$ cat config.mk
export PLATFORM = sky130hd
export DESIGN_NAME = xip_line_cache_ahbl
export DESIGN_NICKNAME = d
export VERILOG_FILES = /design/src/rtl/ahbl_pkg.sv /design/src/rtl/xip_line_cache_store.sv /design/src/rtl/xip_line_cache_ahbl.sv
export SDC_FILE = /design/constraint.sdc
export NUM_CORES = 2
export LEC_CHECK = 0
export ABC_CLOCK_PERIOD_IN_PS = 4200
export CAP_MARGIN = 0
export CORE_MARGIN = 2
export CORE_UTILIZATION = 62
export DETAILED_ROUTE_END_ITERATION = 16
export GPL_TIMING_DRIVEN = 1
export HOLD_SLACK_MARGIN = 0.05
export PLACE_DENSITY_LB_ADDON = 0.3
export SLEW_MARGIN = 20
export SYNTH_ARGS = -nofsm -noshare
export SYNTH_HDL_FRONTEND = slang
export SYNTH_HIERARCHICAL = 1
export SYNTH_SLANG_ARGS = --single-unit
$ cat constraint.sdc
create_clock -name HCLK -period 4.2 [get_ports HCLK]
set_input_delay 0.84 -clock HCLK [delete_from_list [all_inputs] [get_ports HCLK]]
set_output_delay 0.84 -clock HCLK [all_outputs]
set_load 0.005 [all_outputs]
$ cat src/rtl/ahbl_pkg.sv
// AHB-Lite transfer encodings and XIP line-cache FSM state type.
package ahbl_pkg;

  localparam logic [1:0] HTRANS_IDLE   = 2'b00;
  localparam logic [1:0] HTRANS_BUSY   = 2'b01;
  localparam logic [1:0] HTRANS_NONSEQ = 2'b10;
  localparam logic [1:0] HTRANS_SEQ    = 2'b11;

  typedef enum logic [1:0] {
    StIdle = 2'd0,
    StFill = 2'd1,
    StResp = 2'd2
  } cache_state_e;

  function automatic logic htrans_active(input logic [1:0] htrans);
    case (htrans)
      HTRANS_NONSEQ, HTRANS_SEQ: return 1'b1;
      HTRANS_IDLE, HTRANS_BUSY:  return 1'b0;
      default:                   return 1'b0;
    endcase
  endfunction

endpackage

$ cat src/rtl/xip_line_cache_store.sv
// Tag/valid registers and line data array; one write port, one asynchronous read port.
module xip_line_cache_store #(
  parameter int unsigned NUM_LINES  = 16,
  parameter int unsigned LINE_WORDS = 4,
  parameter int unsigned TAG_W      = 16
) (
  input  logic                          clk_i,
  input  logic                          rst_ni,
  input  logic                          clear_i,
  input  logic                          we_i,
  input  logic [$clog2(NUM_LINES)-1:0]  widx_i,
  input  logic [$clog2(LINE_WORDS)-1:0] wword_i,
  input  logic [31:0]                   wdata_i,
  input  logic                          tag_we_i,
  input  logic [TAG_W-1:0]              tag_i,
  input  logic                          valid_i,
  input  logic [$clog2(NUM_LINES)-1:0]  ridx_i,
  input  logic [$clog2(LINE_WORDS)-1:0] rword_i,
  output logic [31:0]                   rdata_o,
  output logic [TAG_W-1:0]              rtag_o,
  output logic                          rvalid_o
);

  logic [31:0]      data_q [NUM_LINES][LINE_WORDS];
  logic [TAG_W-1:0] tag_q  [NUM_LINES];
  logic [NUM_LINES-1:0] valid_q;

  always_ff @(posedge clk_i) begin
    if (we_i) begin
      data_q[widx_i][wword_i] <= wdata_i;
    end
    if (tag_we_i) begin
      tag_q[widx_i] <= tag_i;
    end
  end

  // A global clear wins over a same-cycle line install.
  always_ff @(posedge clk_i or negedge rst_ni) begin
    if (!rst_ni) begin
      valid_q <= '0;
    end else if (clear_i) begin
      valid_q <= '0;
    end else if (tag_we_i) begin
      valid_q[widx_i] <= valid_i;
    end
  end

  assign rdata_o  = data_q[ridx_i][rword_i];
  assign rtag_o   = tag_q[ridx_i];
  assign rvalid_o = valid_q[ridx_i];

endmodule

$ cat src/rtl/xip_line_cache_ahbl.sv
// Read-only direct-mapped line cache between upstream AHB-Lite and the QSPI XIP controller.
module xip_line_cache_ahbl import ahbl_pkg::*; #(
  parameter int unsigned NUM_LINES  = 16,
  parameter int unsigned LINE_WORDS = 4,
  parameter int unsigned ADDR_W     = 24
) (
  input  logic        HCLK,
  input  logic        HRESETn,
  input  logic        HSEL,
  input  logic [31:0] HADDR,
  input  logic [1:0]  HTRANS,
  input  logic        HWRITE,
  input  logic        HREADY,
  output logic        HREADYOUT,
  output logic [31:0] HRDATA,
  output logic        HRESP,
  output logic        M_HSEL,
  output logic [31:0] M_HADDR,
  output logic [1:0]  M_HTRANS,
  input  logic        M_HREADY,
  input  logic [31:0] M_HRDATA,
  input  logic        flush
);

  localparam int unsigned OFF_W = $clog2(LINE_WORDS);
  localparam int unsigned IDX_W = $clog2(NUM_LINES);
  localparam int unsigned TAG_W = ADDR_W - OFF_W - IDX_W - 2;
  localparam int unsigned CNT_W = OFF_W + 1;

  cache_state_e     state_q, state_d;
  logic             rd_pend_q;
  logic [OFF_W-1:0] off_q;
  logic [IDX_W-1:0] idx_q;
  logic [TAG_W-1:0] tag_q;
  logic [CNT_W-1:0] issue_cnt_q, issue_cnt_d;
  logic [OFF_W-1:0] data_cnt_q, data_cnt_d;
  logic             data_pend_q, data_pend_d;
  logic             fill_flush_q, fill_flush_d;

  logic              accept, hit, issuing, capture, last_word;
  logic              st_tag_we, st_valid;
  logic [31:0]       st_rdata;
  logic [TAG_W-1:0]  st_rtag;
  logic              st_rvalid;
  logic [ADDR_W-1:0] fill_addr;
  logic              unused_addr;

  assign unused_addr = ^{HADDR[31:ADDR_W], HADDR[1:0]};

  assign accept    = HSEL & htrans_active(HTRANS) & HREADY;
  assign hit       = st_rvalid & (st_rtag == tag_q);
  assign issuing   = (state_q == StFill) && (issue_cnt_q < CNT_W'(LINE_WORDS));
  assign capture   = (state_q == StFill) && data_pend_q && M_HREADY;
  assign last_word = data_cnt_q == OFF_W'(LINE_WORDS - 1);
  assign fill_addr = {tag_q, idx_q, issue_cnt_q[OFF_W-1:0], 2'b00};

  always_ff @(posedge HCLK or negedge HRESETn) begin
    if (!HRESETn) begin
      rd_pend_q <= 1'b0;
      off_q     <= '0;
      idx_q     <= '0;
      tag_q     <= '0;
    end else if (HREADY) begin
      rd_pend_q <= accept & ~HWRITE;
      if (accept) begin
        {tag_q, idx_q, off_q} <= HADDR[ADDR_W-1:2];
      end
    end
  end

  always_ff @(posedge HCLK or negedge HRESETn) begin
    if (!HRESETn) begin
      state_q      <= StIdle;
      issue_cnt_q  <= '0;
      data_cnt_q   <= '0;
      data_pend_q  <= 1'b0;
      fill_flush_q <= 1'b0;
    end else begin
      state_q      <= state_d;
      issue_cnt_q  <= issue_cnt_d;
      data_cnt_q   <= data_cnt_d;
      data_pend_q  <= data_pend_d;
      fill_flush_q <= fill_flush_d;
    end
  end

  always_comb begin
    state_d      = state_q;
    issue_cnt_d  = issue_cnt_q;
    data_cnt_d   = data_cnt_q;
    data_pend_d  = data_pend_q;
    fill_flush_d = fill_flush_q | flush;
    unique case (state_q)
      StIdle: begin
        if (rd_pend_q && !hit) begin
          state_d      = StFill;
          issue_cnt_d  = '0;
          data_cnt_d   = '0;
          data_pend_d  = 1'b0;
          fill_flush_d = 1'b0;
        end
      end
      StFill: begin
        // Address and data phases share M_HREADY, so both advance together.
        if (M_HREADY) begin
          data_pend_d = issuing;
          if (issuing) begin
            issue_cnt_d = issue_cnt_q + CNT_W'(1);
          end
        end
        if (capture) begin
          data_cnt_d = data_cnt_q + OFF_W'(1);
          if (last_word) begin
            state_d = StResp;
          end
        end
      end
      StResp:  state_d = StIdle;
      default: state_d = StIdle;
    endcase
  end

  always_comb begin
    HREADYOUT = 1'b1;
    HRDATA    = '0;
    M_HSEL    = 1'b0;
    M_HTRANS  = HTRANS_IDLE;
    M_HADDR   = '0;
    unique case (state_q)
      StIdle: begin
        if (rd_pend_q) begin
          if (hit) begin
            HRDATA = st_rdata;
          end else begin
            HREADYOUT = 1'b0;
          end
        end
      end
      StFill: begin
        HREADYOUT = 1'b0;
        M_HSEL    = issuing | data_pend_q;
        if (issuing) begin
          M_HTRANS = HTRANS_NONSEQ;
          M_HADDR  = 32'(fill_addr);
        end
      end
      StResp:  HRDATA = st_rdata;
      default: ;
    endcase
  end

  assign HRESP     = 1'b0;
  assign st_tag_we = capture & last_word;
  // A flush seen anywhere in the fill leaves the fetched line unusable for later hits.
  assign st_valid  = ~(fill_flush_q | flush);

  xip_line_cache_store #(
    .NUM_LINES  (NUM_LINES),
    .LINE_WORDS (LINE_WORDS),
    .TAG_W      (TAG_W)
  ) u_store (
    .clk_i    (HCLK),
    .rst_ni   (HRESETn),
    .clear_i  (flush),
    .we_i     (capture),
    .widx_i   (idx_q),
    .wword_i  (data_cnt_q),
    .wdata_i  (M_HRDATA),
    .tag_we_i (st_tag_we),
    .tag_i    (tag_q),
    .valid_i  (st_valid),
    .ridx_i   (idx_q),
    .rword_i  (off_q),
    .rdata_o  (st_rdata),
    .rtag_o   (st_rtag),
    .rvalid_o (st_rvalid)
  );

endmodule

**Yosys cells after proc, flatten, opt, wreduce, memory -nomap -nowiden**

Memories as Yosys holds them, arrays and structs flattened.
Cells that the tools add are included.

- Memory bits (writable): 2304
- Bits in latches: 0
- Bits in registers: 48
- Memories: 2
- ROM bits: 0

- Multiplexer cells: 44
- Bitwise operators: 11
- Shifts and indexed selects: 0
- Div/mod/pow operators: 0
- Multiply operators: 0
- Eq/ne operators: 12
- Add/sub/neg operators: 2
- Reductions and logical operators: 18
- Order comparisons: 6

Memories:

| memory | words | width | read ports | clocked after memory_dff | write ports | line | text |
|---|---|---|---|---|---|---|---|
| u_store.data_q | 16 | 128 | 1 | 0 | 1 | xip_line_cache_store.sv:24 | `logic [31:0] data_q [NUM_LINES][LINE_WORDS];` |
| u_store.tag_q | 16 | 16 | 1 | 0 | 1 | xip_line_cache_store.sv:25 | `logic [TAG_W-1:0] tag_q [NUM_LINES];` |

Operator list:

| kind | number |
|---|---|
| 2-to-1 mux 32 bit | 5 |
| 2-to-1 mux 128 bit | 1 |
| binary-select mux 32 bit (select 2 bit) | 1 |
| demux 32 bit (select 2 bit) | 1 |
| case mux 32 bit (2 select lines) | 1 |
| 2-to-1 mux 24 bit | 2 |
| 2-to-1 mux 16 bit | 2 |
| bitwise mux 16 bit | 1 |
| equality test 16 bit | 1 |
| 2-to-1 mux 2 bit | 7 |
| 2-to-1 mux 1 bit | 12 |
| inequality test 2 bit, second input constant | 5 |
| 2-to-1 mux 3 bit | 3 |
| AND reduction 3 bit | 3 |
| equality test 2 bit, second input constant | 4 |
| case mux 2 bit (2 select lines) | 2 |
| greater-or-equal comparator 3 bit, second input constant | 2 |
| logical AND 1 bit | 6 |
| inverter 2 -> 3 bit | 2 |
| case mux 1 bit (2 select lines) | 3 |
| case mux 3 bit (2 select lines) | 1 |
| AND 1 bit | 5 |
| < comparator 4 x 5 -> 1 bit, second input constant | 1 |
| binary-select mux 1 bit (select 4 bit) | 1 |
| other kinds (15) | 21 |

**Depth between registers and ports, before layout**

- Depth in word-level cells: 7
- Depth in mapped cells: 13
- Mapped depth without buffers: 8

**Modules after synthesis**

Netlist, hierarchy kept.

By module, submodules not included:

| module | area each (µm²) | sequential area each (µm²) | cells each | instances |
|---|---|---|---|---|
| xip_line_cache_store | 88569.9 | 69586.7 | 3881 | 1 |
| xip_line_cache_ahbl | 2406.1 | 800.8 | 287 | 1 |

**Worst setup path after synthesis**

Ideal clock, no wire load.

- Path kind: reg2out
- From: register idx_q[1]
- To: output HREADYOUT
- Path buffers: 5
- Cell stages (with the launch flop): 12
- Path slack: 0.217 ns
- Required time: 3.360 ns
- Arrival: 3.143 ns
- Cell sequence: dfrtp_1 > buf_2 > buf_4 > buf_2 > buf_1 > mux4_2 > mux4_2 > xor2_1 > nor4_1 > nand3_1 > buf_6 > o31ai_2

- Cells in the longest elaborated chain, start to end: 6
- Elaborated cells on any way between the ends: 8
- Those cells by class: 1 x eq/ne; 5 x mux; 1 x bitwise; 1 x memory

Ends and longest elaborated chain:

| what | line | text |
|---|---|---|
| start: declaration | xip_line_cache_ahbl.sv:33 | `logic [IDX_W-1:0] idx_q;` |
| start signal: assignment | xip_line_cache_ahbl.sv:66 | `{tag_q, idx_q, off_q} <= HADDR[ADDR_W-1:2];` |
| memory read (16 x 16 bit) | -- |  |
| via st_rtag[14] | xip_line_cache_ahbl.sv:43 | `logic [TAG_W-1:0] st_rtag;` |
| equality test 16 bit | xip_line_cache_ahbl.sv:51 | `assign hit = st_rvalid & (st_rtag == tag_q);` |
| AND 1 bit | xip_line_cache_ahbl.sv:51 |  |
| 2-to-1 mux 1 bit | xip_line_cache_ahbl.sv:132 | `if (hit) begin` |
| 2-to-1 mux 1 bit | xip_line_cache_ahbl.sv:131 | `if (rd_pend_q) begin` |
| case mux 1 bit (2 select lines) | xip_line_cache_ahbl.sv:129 | `unique case (state_q)` |
| end: declaration | xip_line_cache_ahbl.sv:14 | `output logic HREADYOUT,` |

The timed path passes the listed nets, and every way through them passes these cells. The select of a mux whose other input is x is not followed.

**Worst setup path in the final report**

- From: register idx_q[0]
- To: output HRDATA[20]

- Cells in the longest elaborated chain, start to end: 7
- Elaborated cells on any way between the ends: 12
- Those cells by class: 1 x eq/ne; 8 x mux; 1 x bitwise; 2 x memory

Ends and longest elaborated chain:

| what | line | text |
|---|---|---|
| memory read (16 x 128 bit) * | -- |  |
| binary-select mux 32 bit (select 2 bit) * | xip_line_cache_store.sv:48 | `assign rdata_o = data_q[ridx_i][rword_i];` |
| 2-to-1 mux 32 bit (implied by the code) * (2 in series) | xip_line_cache_store.sv:48 |  |
| via st_rdata[20] | xip_line_cache_ahbl.sv:42 | `logic [31:0] st_rdata;` |
| 2-to-1 mux 32 bit | xip_line_cache_ahbl.sv:132 |  |
| 2-to-1 mux 32 bit | xip_line_cache_ahbl.sv:131 |  |
| case mux 32 bit (2 select lines) * | xip_line_cache_ahbl.sv:129 |  |
| end: declaration | xip_line_cache_ahbl.sv:15 | `output logic [31:0] HRDATA,` |

Mark *: on every way through the listed nets, which the timed path passes. The rest lies on a longest branch. The select of a mux whose other input is x is not followed.

==> impl_metrics.json <==
{
  "coreArea_sq_mm": 0.1457,
  "place.gp.congestion": 0.8337,
  "cpPeakStageDelay_ns": 0.50,
  "clk_latency_ns": 0.88,
  "clockRootBuffer": "clkbuf_16",
  "critPathLaunchType": "register",
  "nets": 4773,
  "yosysWarnings": 6,
  "synthCells": 4168,
  "final_cell_area_sq_mm": 0.1065,
  "worst_slew_pin_slew_ns": 1.108,
  "grt-ovfl-total": 0,
  "drt_pass1_iterations": 8,
  "area_growth_pct": 17.02,
  "via_per_inst": 7.107,
  "dr.first_iter.drc_count": 6752,
  "slew_headroom": 0.2615,
  "internal-power_mw": 40.92,
  "fp.dieH_microns": 387.1,
  "path_clk_slew_ns": 0.07,
  "synth-edff-count": 2304,
  "synthFlopType": "edfxtp_1",
  "finalCritPeriodShare": 1.207,
  "skew_ns": 0.09307,
  "status": "finished, violations left",
  "seqPwrFrac": 0.478,
  "crit_type": "reg2out",
  "drc": 0,
  "detail-route-antenna-nets": 0,
  "dp_slack_ns": -0.6056,
  "drive_gt1_frac": 0.3247,
  "cp.required_ns": 3.36,
  "cp.arrival_ns": 4.23,
  "grt_pass1_vias": 49301,
  "placed_cell_area_sq_mm": 0.09795,
  "via_count": 48385,
  "pwr-share-comb": 0.152,
  "hold_viol_final": 0,
  "setup_viol": 33,
  "grtUsageTotal": 0.3311,
  "leakage_nw": 33.90,
  "p_per_area_mw_per_mm2": 511.4,
  "ys_seq_area_frac": 0.7737,
  "synthArstFlopShare": 0.02041,
  "period_minus_slack_ns": 5.068,
  "switching_share": 0.2484,
  "crit_buf_inv": 8,
  "port_buffers": 118,
  "rows": 140,
  "rsz0062_at_grt": "true",
  "clock-sinks": 2352,
  "tritoncts": "done",
  "crit_slowest_cell": "dfrtp_4",
  "cts_buffers": 221,
  "io_pins": 142,
  "dieArea_sq_mm": 0.1498,
  "crit_fanout": 10,
  "holdWs_ns": 0.1161,
  "p_sw_mw": 13.53,
  "netlist_area_sq_mm": 0.09098,
  "drt_wl_total_mm": 246.4,
  "fin_util": 0.7305,
  "h-tree-depth": 4,
  "initial_core_util": 0.6242,
  "path_delay_family": "buffers and inverters",
  "grt_pass1_wl_mm": 351.6,
  "power_mw": 54.44,
  "die_w_microns": 387.1,
  "antenna_found_initial": 9,
  "crit_chain": "buf_6 > buf_6 > buf_16 > buf_12 > buf_16 > buf_12 > buf_4 > mux4_2 > o221ai_1 > o22ai_1 > and3_1 > nand4_1 > o21ai_4 > buf_2",
  "slew_viol_final": 0,
  "maxCapViolations": 0,
  "synth_area_per_cell_sq_um": 21.83,
  "ys_ff_latch": 2352,
  "end_kind": "primary output",
  "dp_hpwl_mm": 127.5,
  "routedWlPerCell_microns": 36.19,
  "hp-class": "in2async",
  "fmax_ghz": 0.1973,
  "synth_cell_types": 57,
  "power.share.clock": 0.370,
  "finalWorstSetupSlack_ns": -0.8677,
  "ir_worst_vdd_mv": 0.5744,
  "grt_max_degree": 69,
  "clock_path_buffers": 3,
  "violations": "negative setup slack"
}
==> per-layer routing <==
layer  wire length, microns  vias up  share of wire  track usage
met5                     75        -        0.00030            0
met4                  14640       12          0.059       0.1730
met3                  30070      771           0.12      0.07552
met2                 119600     3936           0.49       0.5260
met1                  81980    24999           0.33       0.4359
li1                       -    18667              -            -
==> flip-flops by register name, indices dropped and copies added, names as in the netlist <==
signal           count
data_cnt_q           2
data_pend_q          1
fill_flush_q         1
idx_q                4
issue_cnt_q          3
off_q                2
rd_pend_q            1
state_q              2
tag_q               16
u_store/data_q    2048
u_store/tag_q      256
u_store/valid_q     16
==> power groups by stage <==
stage | Combinational (mW) | Clock, mW | Sequential [mW]
after floorplan | 4.45 | 0 | 26.5
after global placement | 7.40 | 0 | 26.5
after detailed placement | 7.54 | 0 | 26.5
after CTS | 7.97 | 20.1 | 26.0
after global routing | 8.52 | 21.1 | 26.0
final | 8.28 | 20.1 | 26.0
==> cell usage after synthesis, types with 39 or more instances <==
cell / n / area (sq um)
edfxtp_1: 2304 / 69190
mux4_2: 558 / 12570
nor2_1: 129 / 484.2
mux2i_1: 119 / 1191
nand2_1: 111 / 416.7
clkbuf_1: 90 / 337.8
nand4_1: 86 / 538.0
buf_2: 77 / 385.4
a22oi_1: 70 / 525.5
nand3_1: 62 / 310.3
dfrtp_1: 48 / 1201
buf_4: 47 / 352.8
o21ai_0: 47 / 235.2
o221ai_1: 44 / 385.4
o22ai_1: 43 / 269.0
mux2_2: 39 / 439.2
==> kinds of logic after synthesis <==
family                     after synthesis  synth area share
DFF                                   2352            0.7737
muxes                                  716            0.1561
and+or+nand+nor                        511           0.02795
AOI/OAI and AO/OA                      305           0.02390
buffers and inverters                  265           0.01654
xor gates and xnor gates                16          0.001540
adders and majority gates                2         0.0002750
other                                    1        0.00004122
==> final cells by class <==
class | instances | area [sq um]
Fill cell | 7647 | 39280
Clock inverter | 148 | 1469
Multi-Input combinational cell | 1562 | 20230
Tap cell | 1917 | 2399
Timing Repair Buffer | 557 | 6141
Inverter | 4 | 15.01
Antenna cell | 3 | 7.507
Sequential cell | 2352 | 70400
Clock buffer | 265 | 5801
==> path summary, 6_finish.rpt <==
path                                      from                endpoint  slack [ns]  cells after the start
hold reg to reg            u_store/valid_q[14]     u_store/valid_q[14]        0.52                      2
min in group HCLK                 M_HRDATA[29]  u_store/data_q[11][61]        0.51                      1
max in group asynchronous              HRESETn                idx_q[3]        3.52                      2
setup / recovery                      idx_q[0]              HRDATA[20]       -0.87                     14
setup reg to reg                      idx_q[0]          issue_cnt_q[1]        0.68                     12
hold / removal                         HRESETn          issue_cnt_q[1]        0.12                      2
==> cell usage in the layout, fill, tap and decap left out, types with 44 or more instances in the layout <==
cell type	synthesis	final
nand3_1	62	59
edfxtp_1	2304	2304
buf_4	47	307
mux2i_1	119	119
o221ai_1	44	44
clkbuf_16	0	227
a22oi_1	70	70
clkinv_2	0	45
mux4_2	558	558
buf_12	4	108
nor2_1	129	46
clkdlybuf4s50_1	0	52
clkinv_1	0	57
nor2_4	0	66
nand4_1	86	86
nand2_1	111	111
==> through the flow <==
stage	TNS [ns]	instances
after floorplan	0	4179
after global placement	-13.80	6364
after detailed placement	-13.90	6364
after CTS	-27.22	6800
after global routing	-28.81	6806
final	-25.91	6808
==> timing repair <==
item                                    CTS  global route
endpoints found under the hold margin     0             0
hold buffers                              0             0
buffers inserted                         16             5
pin swaps                                38            15
endpoints found under the setup margin   33            33
cloned                                    7             2
resized for setup                       296            40
(Power assumes the default switching activity.)
